--- src/rtl/fp_pkg.sv ---
// Shared format constants and operand class encoding for the FP unpacker.
package fp_pkg;

    localparam int unsigned DP_EXP_W  = 11;
    localparam int unsigned DP_MAN_W  = 52;
    localparam int unsigned SP_EXP_W  = 8;
    localparam int unsigned SP_MAN_W  = 23;

    // Adds to a binary32 exponent field to give the equivalent binary64 field (1023 - 127).
    localparam int unsigned SP_REBIAS = 896;

    typedef enum logic [2:0] {
        FP_NORMAL,
        FP_ZERO,
        FP_SUBNORMAL,
        FP_INF,
        FP_NAN
    } fp_class_e;

endpackage

--- src/rtl/fp_lzc.sv ---
// Combinational leading-zero counter; an all-zero input returns W.
module fp_lzc #(
    parameter int unsigned W     = 52,
    parameter int unsigned CNT_W = $clog2(W + 1)
) (
    input  logic [W-1:0]     i_data,
    output logic [CNT_W-1:0] o_count_c
);

    // Scan from LSB upward so the most significant set bit wins.
    always_comb begin
        o_count_c = CNT_W'(W);
        for (int i = 0; i < int'(W); i++) begin
            if (i_data[i]) begin
                o_count_c = CNT_W'(int'(W) - 1 - i);
            end
        end
    end

endmodule

--- src/rtl/floating_point_unpacker.sv ---
// Two-stage IEEE-754 unpacker: field capture/classify/LZC, then normalise into
// sign, unbiased exponent, explicit-leading-one mantissa and class flags.
module floating_point_unpacker
    import fp_pkg::*;
#(
    parameter  int unsigned EXP_W = 11,
    parameter  int unsigned MAN_W = 52,
    parameter  int unsigned SP_EN = 1,
    localparam int unsigned IN_W  = 1 + EXP_W + MAN_W
) (
    input  logic                    clk,
    input  logic                    rst,
    input  logic                    inValid,
    output logic                    inReady,
    input  logic                    isFloat,
    input  logic [IN_W-1:0]         in,
    output logic                    outValid,
    input  logic                    outReady,
    output logic                    sign,
    output logic signed [EXP_W:0]   exponent,
    output logic [MAN_W:0]          mantissa,
    output logic                    isZero,
    output logic                    isSubnormal,
    output logic                    isInf,
    output logic                    isNaN,
    output logic                    isSnan
);

    localparam int unsigned BIAS = (1 << (EXP_W - 1)) - 1;
    localparam int unsigned LZ_W = $clog2(MAN_W + 1);
    localparam int unsigned EW   = EXP_W + 1;

    logic              w_s1_load, w_s2_load;
    logic              r_v1, r_v2;

    logic              w_is_sp, w_sp_sign, w_sp_exp_zero, w_sp_exp_max;
    logic [MAN_W-1:0]  w_sp_frac;
    logic [EXP_W-1:0]  w_sp_exp_nrm, w_sp_exp_sub;

    logic              w_sign, w_field_zero, w_field_max;
    logic [EXP_W-1:0]  w_exp_nrm, w_exp_sub, w_exp;
    logic [MAN_W-1:0]  w_frac;
    fp_class_e         w_class;
    logic [LZ_W-1:0]   w_lz;

    logic              r1_sign;
    logic [EXP_W-1:0]  r1_exp;
    logic [MAN_W-1:0]  r1_frac;
    fp_class_e         r1_class;
    logic [LZ_W-1:0]   r1_lz;

    logic [LZ_W-1:0]   w_shamt;
    logic [EXP_W:0]    w_exp_base, w_o_exp;
    logic [MAN_W:0]    w_o_man;
    logic [4:0]        w_o_flags;

    logic              r2_sign;
    logic [EXP_W:0]    r2_exp;
    logic [MAN_W:0]    r2_man;
    logic [4:0]        r2_flags;

    // Each stage loads when empty or when its downstream drains this cycle.
    assign w_s2_load = !r_v2 || outReady;
    assign w_s1_load = !r_v1 || w_s2_load;
    assign inReady   = w_s1_load;

    // Binary32 field extraction, rebias and fraction left-alignment.
    if (SP_EN != 0) begin : g_sp
        assign w_is_sp       = isFloat;
        assign w_sp_sign     = in[SP_EXP_W+SP_MAN_W];
        assign w_sp_exp_zero = (in[SP_EXP_W+SP_MAN_W-1:SP_MAN_W] == '0);
        assign w_sp_exp_max  = &in[SP_EXP_W+SP_MAN_W-1:SP_MAN_W];
        assign w_sp_frac     = {in[SP_MAN_W-1:0], {(MAN_W-SP_MAN_W){1'b0}}};
        assign w_sp_exp_nrm  = EXP_W'(in[SP_EXP_W+SP_MAN_W-1:SP_MAN_W]) + EXP_W'(SP_REBIAS);
        // A single subnormal behaves as a double with field 1-127+1023.
        assign w_sp_exp_sub  = EXP_W'(SP_REBIAS + 1);
    end else begin : g_nosp
        assign w_is_sp       = 1'b0;
        assign w_sp_sign     = 1'b0;
        assign w_sp_exp_zero = 1'b0;
        assign w_sp_exp_max  = 1'b0;
        assign w_sp_frac     = '0;
        assign w_sp_exp_nrm  = '0;
        assign w_sp_exp_sub  = '0;
    end

    // Stage 1 format select and classification.
    always_comb begin
        w_sign       = in[IN_W-1];
        w_frac       = in[MAN_W-1:0];
        w_field_zero = (in[IN_W-2 -: EXP_W] == '0);
        w_field_max  = &in[IN_W-2 -: EXP_W];
        w_exp_nrm    = in[IN_W-2 -: EXP_W];
        w_exp_sub    = EXP_W'(1);
        w_class      = FP_NORMAL;
        if (w_is_sp) begin
            w_sign       = w_sp_sign;
            w_frac       = w_sp_frac;
            w_field_zero = w_sp_exp_zero;
            w_field_max  = w_sp_exp_max;
            w_exp_nrm    = w_sp_exp_nrm;
            w_exp_sub    = w_sp_exp_sub;
        end
        if (w_field_max) begin
            w_class = (w_frac == '0) ? FP_INF : FP_NAN;
        end else if (w_field_zero) begin
            w_class = (w_frac == '0) ? FP_ZERO : FP_SUBNORMAL;
        end
        w_exp = (w_class == FP_SUBNORMAL) ? w_exp_sub : w_exp_nrm;
    end

    fp_lzc #(
        .W     (MAN_W),
        .CNT_W (LZ_W)
    ) u_lzc (
        .i_data    (w_frac),
        .o_count_c (w_lz)
    );

    // Stage 1 register.
    always_ff @(posedge clk or posedge rst) begin
        if (rst) begin
            r_v1     <= 1'b0;
            r1_sign  <= 1'b0;
            r1_exp   <= '0;
            r1_frac  <= '0;
            r1_class <= FP_NORMAL;
            r1_lz    <= '0;
        end else begin
            if (w_s1_load) begin
                r_v1 <= inValid;
            end
            if (w_s1_load && inValid) begin
                r1_sign  <= w_sign;
                r1_exp   <= w_exp;
                r1_frac  <= w_frac;
                r1_class <= w_class;
                r1_lz    <= w_lz;
            end
        end
    end

    // Stage 2 normalisation; flags are {zero, subnormal, inf, nan, snan}.
    always_comb begin
        w_shamt    = r1_lz + LZ_W'(1);
        w_exp_base = {1'b0, r1_exp} - EW'(BIAS);
        w_o_exp    = w_exp_base;
        w_o_man    = {1'b1, r1_frac};
        w_o_flags  = 5'b00000;
        case (r1_class)
            FP_ZERO: begin
                w_o_exp   = '0;
                w_o_man   = '0;
                w_o_flags = 5'b10000;
            end
            FP_SUBNORMAL: begin
                w_o_exp   = w_exp_base - EW'(w_shamt);
                w_o_man   = {1'b1, r1_frac << w_shamt};
                w_o_flags = 5'b01000;
            end
            FP_INF: begin
                w_o_exp   = EW'(BIAS + 1);
                w_o_man   = {1'b1, {MAN_W{1'b0}}};
                w_o_flags = 5'b00100;
            end
            FP_NAN: begin
                w_o_exp   = EW'(BIAS + 1);
                w_o_flags = {4'b0001, !r1_frac[MAN_W-1]};
            end
            default: ;
        endcase
    end

    // Stage 2 register, holds while the consumer stalls.
    always_ff @(posedge clk or posedge rst) begin
        if (rst) begin
            r_v2     <= 1'b0;
            r2_sign  <= 1'b0;
            r2_exp   <= '0;
            r2_man   <= '0;
            r2_flags <= '0;
        end else begin
            if (w_s2_load) begin
                r_v2 <= r_v1;
            end
            if (w_s2_load && r_v1) begin
                r2_sign  <= r1_sign;
                r2_exp   <= w_o_exp;
                r2_man   <= w_o_man;
                r2_flags <= w_o_flags;
            end
        end
    end

    assign outValid    = r_v2;
    assign sign        = r2_sign;
    assign exponent    = r2_exp;
    assign mantissa    = r2_man;
    assign isZero      = r2_flags[4];
    assign isSubnormal = r2_flags[3];
    assign isInf       = r2_flags[2];
    assign isNaN       = r2_flags[1];
    assign isSnan      = r2_flags[0];

endmodule

--- config.mk ---
export PLATFORM = sky130hd
export DESIGN_NAME = floating_point_unpacker
export DESIGN_NICKNAME = d
export VERILOG_FILES = /design/src/rtl/fp_pkg.sv /design/src/rtl/fp_lzc.sv /design/src/rtl/floating_point_unpacker.sv
export SDC_FILE = /design/constraint.sdc
export NUM_CORES = 1
export LEC_CHECK = 0
export CAP_MARGIN = 20
export CELL_PAD_IN_SITES_DETAIL_PLACEMENT = 0
export CELL_PAD_IN_SITES_GLOBAL_PLACEMENT = 1
export CORE_MARGIN = 1.5
export CORE_UTILIZATION = 53
export CTS_BUF_LIST = sky130_fd_sc_hd__clkbuf_16
export DETAILED_ROUTE_END_ITERATION = 8
export DONT_BUFFER_PORTS = 1
export PLACE_DENSITY_LB_ADDON = 0.08
export SYNTH_ARGS = -nofsm -noshare
export SYNTH_HDL_FRONTEND = slang
export SYNTH_SLANG_ARGS = --single-unit
--- constraint.sdc ---
create_clock -name clk -period 15.95 [get_ports clk]
set_clock_uncertainty 0.2 [all_clocks]
set_input_delay 3.19 -clock clk [delete_from_list [all_inputs] [get_ports clk]]
set_output_delay 3.19 -clock clk [all_outputs]
set_load 0.03 [all_outputs]
==> results of run 1 <==
-- how the worst min path moves through the flow --
stage                                end  cells after the start
finish              outValid$_DFFE_PP0P_                      1
global route        outValid$_DFFE_PP0P_                      1
CTS                 outValid$_DFFE_PP0P_                      1
detailed placement  outValid$_DFFE_PP0P_                      1
global placement    outValid$_DFFE_PP0P_                      1
floorplan               sign$_DFFE_PP0P_                      2
-- metal layers --
metal | global-route usage, % | vias up | wire [µm]
li1 | - | 4817 | -
met1 | 54.4 | 5092 | 17500
met2 | 55.1 | 713 | 17700
met3 | 7.74 | 115 | 4510
met4 | 14.3 | 0 | 1650
met5 | 0 | - | 0
-- Yosys cell counts, types with 14 or more instances --
master	number	area, µm²
nand2_1	181	679
dfrtp_1	146	3650
nor2_1	124	465
o21ai_0	105	526
mux2i_1	91	911
a21oi_1	64	320
mux2_2	56	631
clkbuf_1	54	203
nor3_1	45	225
nand3_1	33	165
mux4_2	32	721
buf_2	26	130
inv_1	22	82.6
a221oi_1	21	184
nor4_1	20	125
o31ai_1	20	150
a31oi_1	19	119
nand4_1	19	119
a22oi_1	14	105
-- stage by stage --
step	setup WS (ns)	hold WS, ns	total power [µW]	instances	utilization (%)
after floorplan	8.64	0.239	913	1322	-
after global placement	8.95	0.304	1050	1508	54.1
after detailed placement	8.95	0.317	1060	1508	54.1
after CTS	8.94	0.333	1480	1540	57.0
after global routing	8.93	0.361	1550	1541	57.0
final	8.95	0.333	1490	1542	57.0
-- flip-flops by register name (all words and copies together) (netlist names) --
| register | cells |
|---|---|
| mantissa | 53 |
| r1_frac | 52 |
| exponent | 12 |
| r1_exp | 11 |
| r1_lz | 6 |
| r2_flags | 5 |
| r1_class | 3 |
| outValid | 1 |
| r1_sign | 1 |
| r_v1 | 1 |
| sign | 1 |
-- cells in the final DEF, fill, tap and decap left out, types with 9 or more instances in the layout --
cell / netlist / routed
nand2_1: 181 / 179
dfrtp_1: 146 / 145
nor2_1: 124 / 124
o21ai_0: 105 / 105
mux2i_1: 91 / 91
a21oi_1: 64 / 64
mux2_2: 56 / 56
nor3_1: 45 / 45
nand3_1: 33 / 33
mux4_2: 32 / 32
inv_1: 22 / 21
a221oi_1: 21 / 21
nor4_1: 20 / 20
o31ai_1: 20 / 20
a31oi_1: 19 / 19
nand4_1: 19 / 19
clkbuf_16: 0 / 17
buf_4: 10 / 15
a22oi_1: 14 / 14
nand2b_1: 11 / 11
o211ai_1: 11 / 11
o22ai_1: 10 / 10
nor2b_1: 10 / 10
nor3b_1: 9 / 9
xnor2_1: 9 / 9
-- cells by family after synthesis --
| group | Yosys count | share of synthesized area [%] |
|---|---|---|
| multiplexers | 182 | 20.2 |
| flip-flops | 146 | 32.0 |
| AO/OA/AOI/OAI | 346 | 20.0 |
| buffers and inverters | 130 | 5.15 |
| adder cells (fa/ha/maj) | 9 | 1.05 |
| AND/OR/NAND/NOR | 492 | 20.0 |
| XOR/XNOR | 17 | 1.60 |
-- final cells by class --
class | count | area [µm²] | area share (%)
repair buffers | 15 | 113 | 0.936
clock inverters | 15 | 184 | 1.53
multi-input cells | 1046 | 7200 | 59.8
clock buffers | 17 | 425 | 3.54
inverters | 27 | 106 | 0.884
flip-flops and latches | 146 | 3650 | 30.4
diodes | 1 | 2.50 | 0.0208
well taps | 275 | 344 | 2.86
-- power by group through the flow --
stage	Sequential [µW]	Clock [µW]	Combinational (µW)
after floorplan	536	0	378
after global placement	571	0	479
after detailed placement	573	0	482
after CTS	566	429	485
after global routing	575	446	533
final	570	425	500
==> impl_metrics.env, run 1 <==
export IMPL_cts_resized=0
export IMPL_endpoint="inReady"
export IMPL_syn_area_mm2=0.0114
export IMPL_min_period_ns=7.00
export IMPL_drv_slew=0
export IMPL_critPathBufInv=0
export IMPL_ir_drop_uv=70.8
export IMPL_fmax_ghz=0.143
export IMPL_swShare_pct=42.0
export IMPL_synth_ff_type="dfrtp_1"
export IMPL_crit_path_top_delay_cell="nand3b_1"
export IMPL_r2r_end="exponent[10]$_DFFE_PP0P_"
export IMPL_critPathLaunch="outReady"
export IMPL_die_w_um=150
export IMPL_drt_iter0_drc=1115
export IMPL_grt_pass1_vias=9954
export IMPL_track_usage_pct=37.6
export IMPL_place_area_mm2=0.0114
export IMPL_hold_start="r_v1$_DFFE_PP0N_"
export IMPL_fp_dieH_um=150
export IMPL_grt_first_pass_wirelength_mm=62.5
export IMPL_clkTransAtPathRegs_ns=0.07
export IMPL_start_util_pct=54.1
export IMPL_coreArea_mm2=0.0211
export IMPL_leakage_uw=0.00484
export IMPL_cts_htree_levels=4
export IMPL_grt_antenna_before_repair=1
export IMPL_end_kind="output pin"
export IMPL_postCtsSetupBuffers=0
export IMPL_synth_distinct_cells=79
export IMPL_cts_root_buf="clkbuf_16"
export IMPL_hp_class="register to register"
export IMPL_syn2layout_area_growth_pct=5.34
export IMPL_syn_avg_cell_area_um2=8.64
export IMPL_crit_path_max_incr_delay_ns=0.42
export IMPL_grt_max_degree=125
export IMPL_dr_total_vias=10700
export IMPL_ys_ff_latch=146
export IMPL_worstPathRequired_ns=12.56
export IMPL_ys_warnings_count=0
export IMPL_ios=142
export IMPL_syn_nets=1400
export IMPL_crit_path_cell_trace="nand3b_1"
export IMPL_n_fill_cell=1965
export IMPL_path_depth=1
export IMPL_max_cap_viol_count=0
export IMPL_cp_arrival_ns=3.61
export IMPL_io_buffer_count=0
export IMPL_tightest_slew_ns=1.13
export IMPL_reg2reg_slack_ns=10.76
export IMPL_clk_latency_ns=0.44
export IMPL_combinationalPowerShare_pct=33.4
export IMPL_clk_path_buf_depth=2
export IMPL_cts_made_buffers=17
export IMPL_crit_fanout=4
export IMPL_async_reset_ff_share_pct=100
export IMPL_synth_edf_count=0
export IMPL_status="finished, final reports clean"
export IMPL_seq_area_frac_synth_pct=32.0
export IMPL_fin_setup_tns_ns=0
export IMPL_hpwlAfterDp_mm=30.4
export IMPL_cts_tree="yes"
export IMPL_max_slew_margin_pct=24.9
export IMPL_ctsHoldBuffers=0
export IMPL_hold_viol=0
export IMPL_via_per_inst=6.96
export IMPL_finalWeightedCongestion=0.981
export IMPL_drive_gt1_share_pct=12.8
export IMPL_pwr_share_seq_pct=38.1
export IMPL_cp_top_family="simple AND/OR/NAND/NOR gates"
export IMPL_nets=1331
export IMPL_clock_sinks=146
export IMPL_final_area_mm2=0.0120
export IMPL_worstRegToRegCells=10
export IMPL_drc=0
export IMPL_grt_ovfl_total=0
export IMPL_switchingPower_uw=628
export IMPL_p_int_uw=867
export IMPL_period_share_pct=43.9
export IMPL_startpoint_type="primary input"
export IMPL_clkPwrFrac_pct=28.4
export IMPL_row_count=53
export IMPL_ant_nets=0
export IMPL_netlist_instances=1322
export IMPL_dieArea_mm2=0.0224
export IMPL_setup_viol_count_final=0
export IMPL_first_pass_iters=7
export IMPL_rsz0062_at_grt="no"
export IMPL_routedWlPerCell_um=26.8
export IMPL_r2r_start="r1_lz[0]$_DFFE_PP0P_"
export IMPL_powerDensity_mw_per_mm2=124
export IMPL_crit_type="primary input to output pin"
export IMPL_drt_wl_total_mm=41.4
(Power assumes the default switching activity.)
==> inputs of run 2 (changes only) <==
--- a/config.mk
+++ b/config.mk
@@ -9,7 +9,7 @@
 export CELL_PAD_IN_SITES_DETAIL_PLACEMENT = 0
 export CELL_PAD_IN_SITES_GLOBAL_PLACEMENT = 1
 export CORE_MARGIN = 1.5
-export CORE_UTILIZATION = 53
+export CORE_UTILIZATION = 45
 export CTS_BUF_LIST = sky130_fd_sc_hd__clkbuf_16
 export DETAILED_ROUTE_END_ITERATION = 8
 export DONT_BUFFER_PORTS = 1
==> constraint.sdc (replaced) <==
create_clock -name clk -period 5.85 [get_ports clk]
set_clock_uncertainty 0.2 [all_clocks]
set_input_delay 1.17 -clock clk [delete_from_list [all_inputs] [get_ports clk]]
set_output_delay 1.17 -clock clk [all_outputs]
set_load 0.03 [all_outputs]
==> impl_metrics.env, run 2 (synthesis results as in run 1) <==
export IMPL_crit_path_top_delay_cell="buf_4"
export IMPL_ctsHoldBuffers=0
export IMPL_grt_antenna_before_repair=1
export IMPL_crit_path_max_incr_delay_ns=0.54
export IMPL_rsz0062_at_grt="no"
export IMPL_grt_first_pass_wirelength_mm=66.9
export IMPL_clock_sinks=146
export IMPL_n_fill_cell=2465
export IMPL_drive_gt1_share_pct=13.0
export IMPL_max_cap_viol_count=0
export IMPL_cts_tree="yes"
export IMPL_drt_wl_total_mm=44.6
export IMPL_io_buffer_count=0
export IMPL_cts_htree_levels=4
export IMPL_drv_slew=0
export IMPL_ios=142
export IMPL_ir_drop_uv=253
export IMPL_clk_latency_ns=0.44
export IMPL_tightest_slew_ns=1.01
export IMPL_crit_fanout=52
export IMPL_layout_commonest_cell="nand2_1"
export IMPL_via_per_inst=6.72
export IMPL_grt_max_degree=116
export IMPL_dieArea_mm2=0.0263
export IMPL_cts_resized=0
export IMPL_startpoint_type="register"
export IMPL_die_w_um=162
export IMPL_critPathMostFrequentCell="buf_4"
export IMPL_nets=1334
export IMPL_hold_viol=0
export IMPL_cts_root_buf="clkbuf_16"
export IMPL_dr_total_vias=10700
export IMPL_track_usage_pct=34.2
export IMPL_postCtsSetupBuffers=0
export IMPL_crit_type="register to register"
export IMPL_row_count=58
export IMPL_final_area_mm2=0.0121
export IMPL_worstPathRequired_ns=6.01
export IMPL_diodes=0
export IMPL_clk_path_buf_depth=2
export IMPL_fp_dieH_um=162
export IMPL_leakage_uw=0.00484
export IMPL_ant_nets=0
export IMPL_hpwlAfterDp_mm=33.1
export IMPL_clkTransAtPathRegs_ns=0.07
export IMPL_coreArea_mm2=0.0250
export IMPL_first_pass_iters=6
export IMPL_crit_path_cell_trace="ha_2 > nand3_1 > xnor2_2 > buf_4 > inv_2 > buf_4 > ha_1 > o21a_1 > a21boi_0 > a2111oi_0 > or3b_2 > a31oi_1"
export IMPL_layout_common_cells="nand2_1 (179), dfrtp_1 (145), nor2_1 (124)"
export IMPL_powerDensity_mw_per_mm2=334
export IMPL_routedWlPerCell_um=27.9
export IMPL_largest_reg_flops=53
export IMPL_place_area_mm2=0.0115
export IMPL_fin_setup_tns_ns=0
export IMPL_status="finished, final reports clean"
export IMPL_drc=0
export IMPL_grt_ovfl_total=0
export IMPL_end_kind="register"
export IMPL_grt_pass1_vias=10400
export IMPL_cts_made_buffers=17
export IMPL_min_period_ns=3.75
export IMPL_max_slew_margin_pct=32.9
export IMPL_syn2layout_area_growth_pct=5.75
export IMPL_drt_iter0_drc=1246
export IMPL_start_util_pct=45.6
export IMPL_cp_arrival_ns=3.91
export IMPL_fmax_ghz=0.267
export IMPL_hp_class="register to register"
export IMPL_period_share_pct=64.1
export IMPL_finalWeightedCongestion=0.953
export IMPL_setup_viol_count_final=0
## run 2: cell count changes in the layout (fill, tap and decap cells not counted)
cell,previous run,this run
inv_8,3,5
bufinv_16,2,0
inv_6,8,7
buf_4,15,18
clkinv_2,0,1
diode_2,1,0
## run 2: layer usage
layer  track usage (%)  vias to the layer above  wire length (µm)
li1                  -                     4818                 -
met1              48.4                     5169             19100
met2              49.8                      656             19100
met3              8.09                       94              4820
met4              14.1                        2              1660
met5                 0                        -                14
## run 2: stage by stage
stage	hold slack, ns	setup WS [ns]	utilization, %	total power [µW]	instances
finish	0.327	2.10	48.2	4040	1599
floorplan	0.239	0.557	-	2490	1322
global placement	0.305	2.27	46.0	2900	1567
global route	0.363	1.85	48.2	4210	1599
detailed placement	0.318	2.17	46.0	2900	1567
CTS	0.334	2.16	48.2	4010	1599
## run 2: cell type report
| cell class | count | area [µm²] | share of cell area [%] |
|---|---|---|---|
| clock buffers | 17 | 425 | 3.52 |
| clock inverters | 15 | 143 | 1.18 |
| inverters | 27 | 106 | 0.881 |
| multi-input cells | 1046 | 7200 | 59.6 |
| flip-flops and latches | 146 | 3650 | 30.3 |
| well taps | 330 | 413 | 3.42 |
| repair buffers | 18 | 135 | 1.12 |
## run 2: worst max-delay path: cells and delay by family, from the launching register on
kind | cells | cell delay (ns)
adder cells (fa/ha/maj) | 2 | 0.63
flip-flops | 1 | 0.41
AO/OA/AOI/OAI | 4 | 0.79
AND/OR/NAND/NOR | 2 | 0.60
buffers and inverters | 3 | 0.86
XOR/XNOR | 1 | 0.16
## run 2: final timing paths
check	from	to	slack, ns	cells past startpoint
setup / recovery	r1_lz[1]$_DFFE_PP0P_	exponent[10]$_DFFE_PP0P_	2.10	12
hold / removal	r_v1$_DFFE_PP0N_	outValid$_DFFE_PP0P_	0.33	1
setup reg to reg	r1_lz[1]$_DFFE_PP0P_	exponent[10]$_DFFE_PP0P_	2.10	12
hold reg to reg	r_v1$_DFFE_PP0N_	outValid$_DFFE_PP0P_	0.33	1
max in group asynchronous	rst	mantissa[19]$_DFFE_PP0P_	3.72	2
min in group asynchronous	rst	exponent[5]$_DFFE_PP0P_	0.54	1
## run 2: power by group
part | total [µW] | internal, µW | switching (µW)
Clock | 1100 | 568 | 532
Combinational | 1380 | 556 | 822
Sequential | 1560 | 1160 | 403
Total | 4040 | 2280 | 1760
==> inputs of run 3 (changes only) <==
==> constraint.sdc (replaced) <==
create_clock -name clk -period 3.25 [get_ports clk]
set_clock_uncertainty 0.2 [all_clocks]
set_input_delay 0.65 -clock clk [delete_from_list [all_inputs] [get_ports clk]]
set_output_delay 0.65 -clock clk [all_outputs]
set_load 0.03 [all_outputs]
==> impl_metrics.env, run 3 (synthesis results as in run 1) <==
export IMPL_status="finished, final reports clean"
export IMPL_route_met2_wl_mm=20.4
export IMPL_clkTransAtPathRegs_ns=0.08
export IMPL_cts_root_buf="clkbuf_16"
export IMPL_ant_nets=0
export IMPL_max_slew_margin_pct=44.2
export IMPL_leakage_uw=0.00519
export IMPL_routedWlPerCell_um=28.5
export IMPL_grt_max_degree=101
export IMPL_worstPathRequired_ns=3.41
export IMPL_period_share_pct=95.0
export IMPL_cts_tree="yes"
export IMPL_grt_first_pass_wirelength_mm=70.2
export IMPL_wl_met1_mm=20.5
export IMPL_layout_commonest_cell="nand2_1"
export IMPL_reg2reg_slack_ns=0.16
export IMPL_setup_viol_count_final=0
export IMPL_topRoutingLayerUsed="met4"
export IMPL_crit_type="register to register"
export IMPL_ir_drop_uv=320
export IMPL_coreArea_mm2=0.0250
export IMPL_clock_sinks=146
export IMPL_powerDensity_mw_per_mm2=603
export IMPL_timing_hold_ws_ns=0.104
export IMPL_dp_cells=1626
export IMPL_grt_ovfl_total=0
export IMPL_drt_wl_total_mm=47.3
export IMPL_seq_area_mm2=0.00365
export IMPL_cts_htree_levels=4
export IMPL_fmax_ghz=0.324
export IMPL_grt_pass1_vias=10300
export IMPL_max_cap_viol_count=0
export IMPL_row_count=58
export IMPL_syn2layout_area_growth_pct=11.3
export IMPL_drv_slew=0
export IMPL_via_per_inst=6.69
export IMPL_tightest_slew_ns=0.836
export IMPL_grt_antenna_before_repair=2
export IMPL_drc=0
export IMPL_first_pass_iters=5
export IMPL_layout_common_cells="nand2_1 (179), dfrtp_1 (145), nor2_1 (124)"
export IMPL_fp_dieH_um=162
export IMPL_crit_fanout=8
export IMPL_largest_reg_flops=53
export IMPL_min_period_ns=3.09
export IMPL_startpoint_type="register"
export IMPL_n_fill_cell=2450
export IMPL_final_core_util_pct=50.7
export IMPL_dieArea_mm2=0.0263
export IMPL_hp_class="primary input to register"
export IMPL_nets=1395
export IMPL_start_util_pct=45.6
export IMPL_fin_setup_tns_ns=0
export IMPL_drive_gt1_share_pct=17.1
export IMPL_cp_arrival_ns=3.25
export IMPL_track_usage_pct=36.1
export IMPL_drt_iter0_drc=1371
export IMPL_die_w_um=162
export IMPL_diodes=0
export IMPL_io_buffer_count=0
export IMPL_dr_wl_met3_mm=4.77
export IMPL_clk_path_buf_depth=2
export IMPL_dr_total_vias=11100
export IMPL_rsz0062_at_grt="no"
export IMPL_hpwlAfterDp_mm=35.4
export IMPL_ios=142
export IMPL_place_area_mm2=0.0121
export IMPL_hold_viol=0
export IMPL_final_area_mm2=0.0127
export IMPL_end_kind="register"
export IMPL_instances_no_fill=1660
export IMPL_clk_latency_ns=0.44
export IMPL_multi_input_area_mm2=0.00721
export IMPL_cts_made_buffers=17
export IMPL_finalWeightedCongestion=0.996
==> run 3: changes by cell type in the layout (fill, tap and decap cells not counted), moves of 2 or more <==
cell and change:
inv_6 -2, clkinvlp_4 +2, buf_4 +50, buf_12 +8
inv_8 -2, clkinv_8 +3
==> run 3: stage by stage <==
step | power (µW) | worst slack (ns)
6_report | 7650 | 0.162
2_1_floorplan | 4490 | 0.000696
5_1_grt | 7940 | 0.0238
4_1_cts | 7570 | 0.116
3_5_place_dp | 5470 | 0.125
3_3_place_gp | 5470 | 0.127
==> run 3: path summary, 6_finish.rpt <==
check,start,endpoint,cells past startpoint
worst max-delay path,r1_lz[2]$_DFFE_PP0P_,exponent[10]$_DFFE_PP0P_,10
worst min-delay path,isFloat,r1_frac[23]$_DFFE_PP0P_,1
worst max register to register,r1_lz[2]$_DFFE_PP0P_,exponent[10]$_DFFE_PP0P_,10
worst min register to register,r_v1$_DFFE_PP0N_,outValid$_DFFE_PP0P_,1
max in group asynchronous,rst,mantissa[22]$_DFFE_PP0P_,3
min in group asynchronous,rst,exponent[2]$_DFFE_PP0P_,2
==> run 3: timing repair <==
item / in CTS / in global routing
hold endpoints to repair: 1 / 0
hold buffers: 1 / 0
endpoints found under the setup margin: 0 / 6
resized for setup: 0 / 1
setup buffers: 0 / 1
==> run 3: layer usage <==
layer,GRT usage (%),vias up
met5,0,-
met4,12.6,0
met3,7.99,97
met2,53.1,672
met1,52.2,5375
li1,-,4956
==> run 3: final cells by class <==
type,count,share of cell area [%]
flip-flops and latches,146,28.8
clock inverters,15,1.46
repair buffers,79,5.57
well taps,330,3.25
multi-input cells,1046,56.8
inverters,27,0.828
clock buffers,17,3.35
==> run 3: worst max-delay path, cell delays in order (launching register included) <==
cell       delay, ns
dfrtp_1         0.47
and3_1          0.35
and3_4          0.27
xor2_2          0.17
inv_2           0.14
ha_1            0.33
o21a_1          0.14
a21boi_2        0.22
a2111oi_1       0.10
or3b_2          0.45
a31oi_1         0.18
==> run 3: report_power, final <==
group	total (µW)	switching, µW	internal (µW)
clock	2100	995	1110
sequential	2830	744	2080
combinational	2730	1560	1170
total	7650	3290	4360
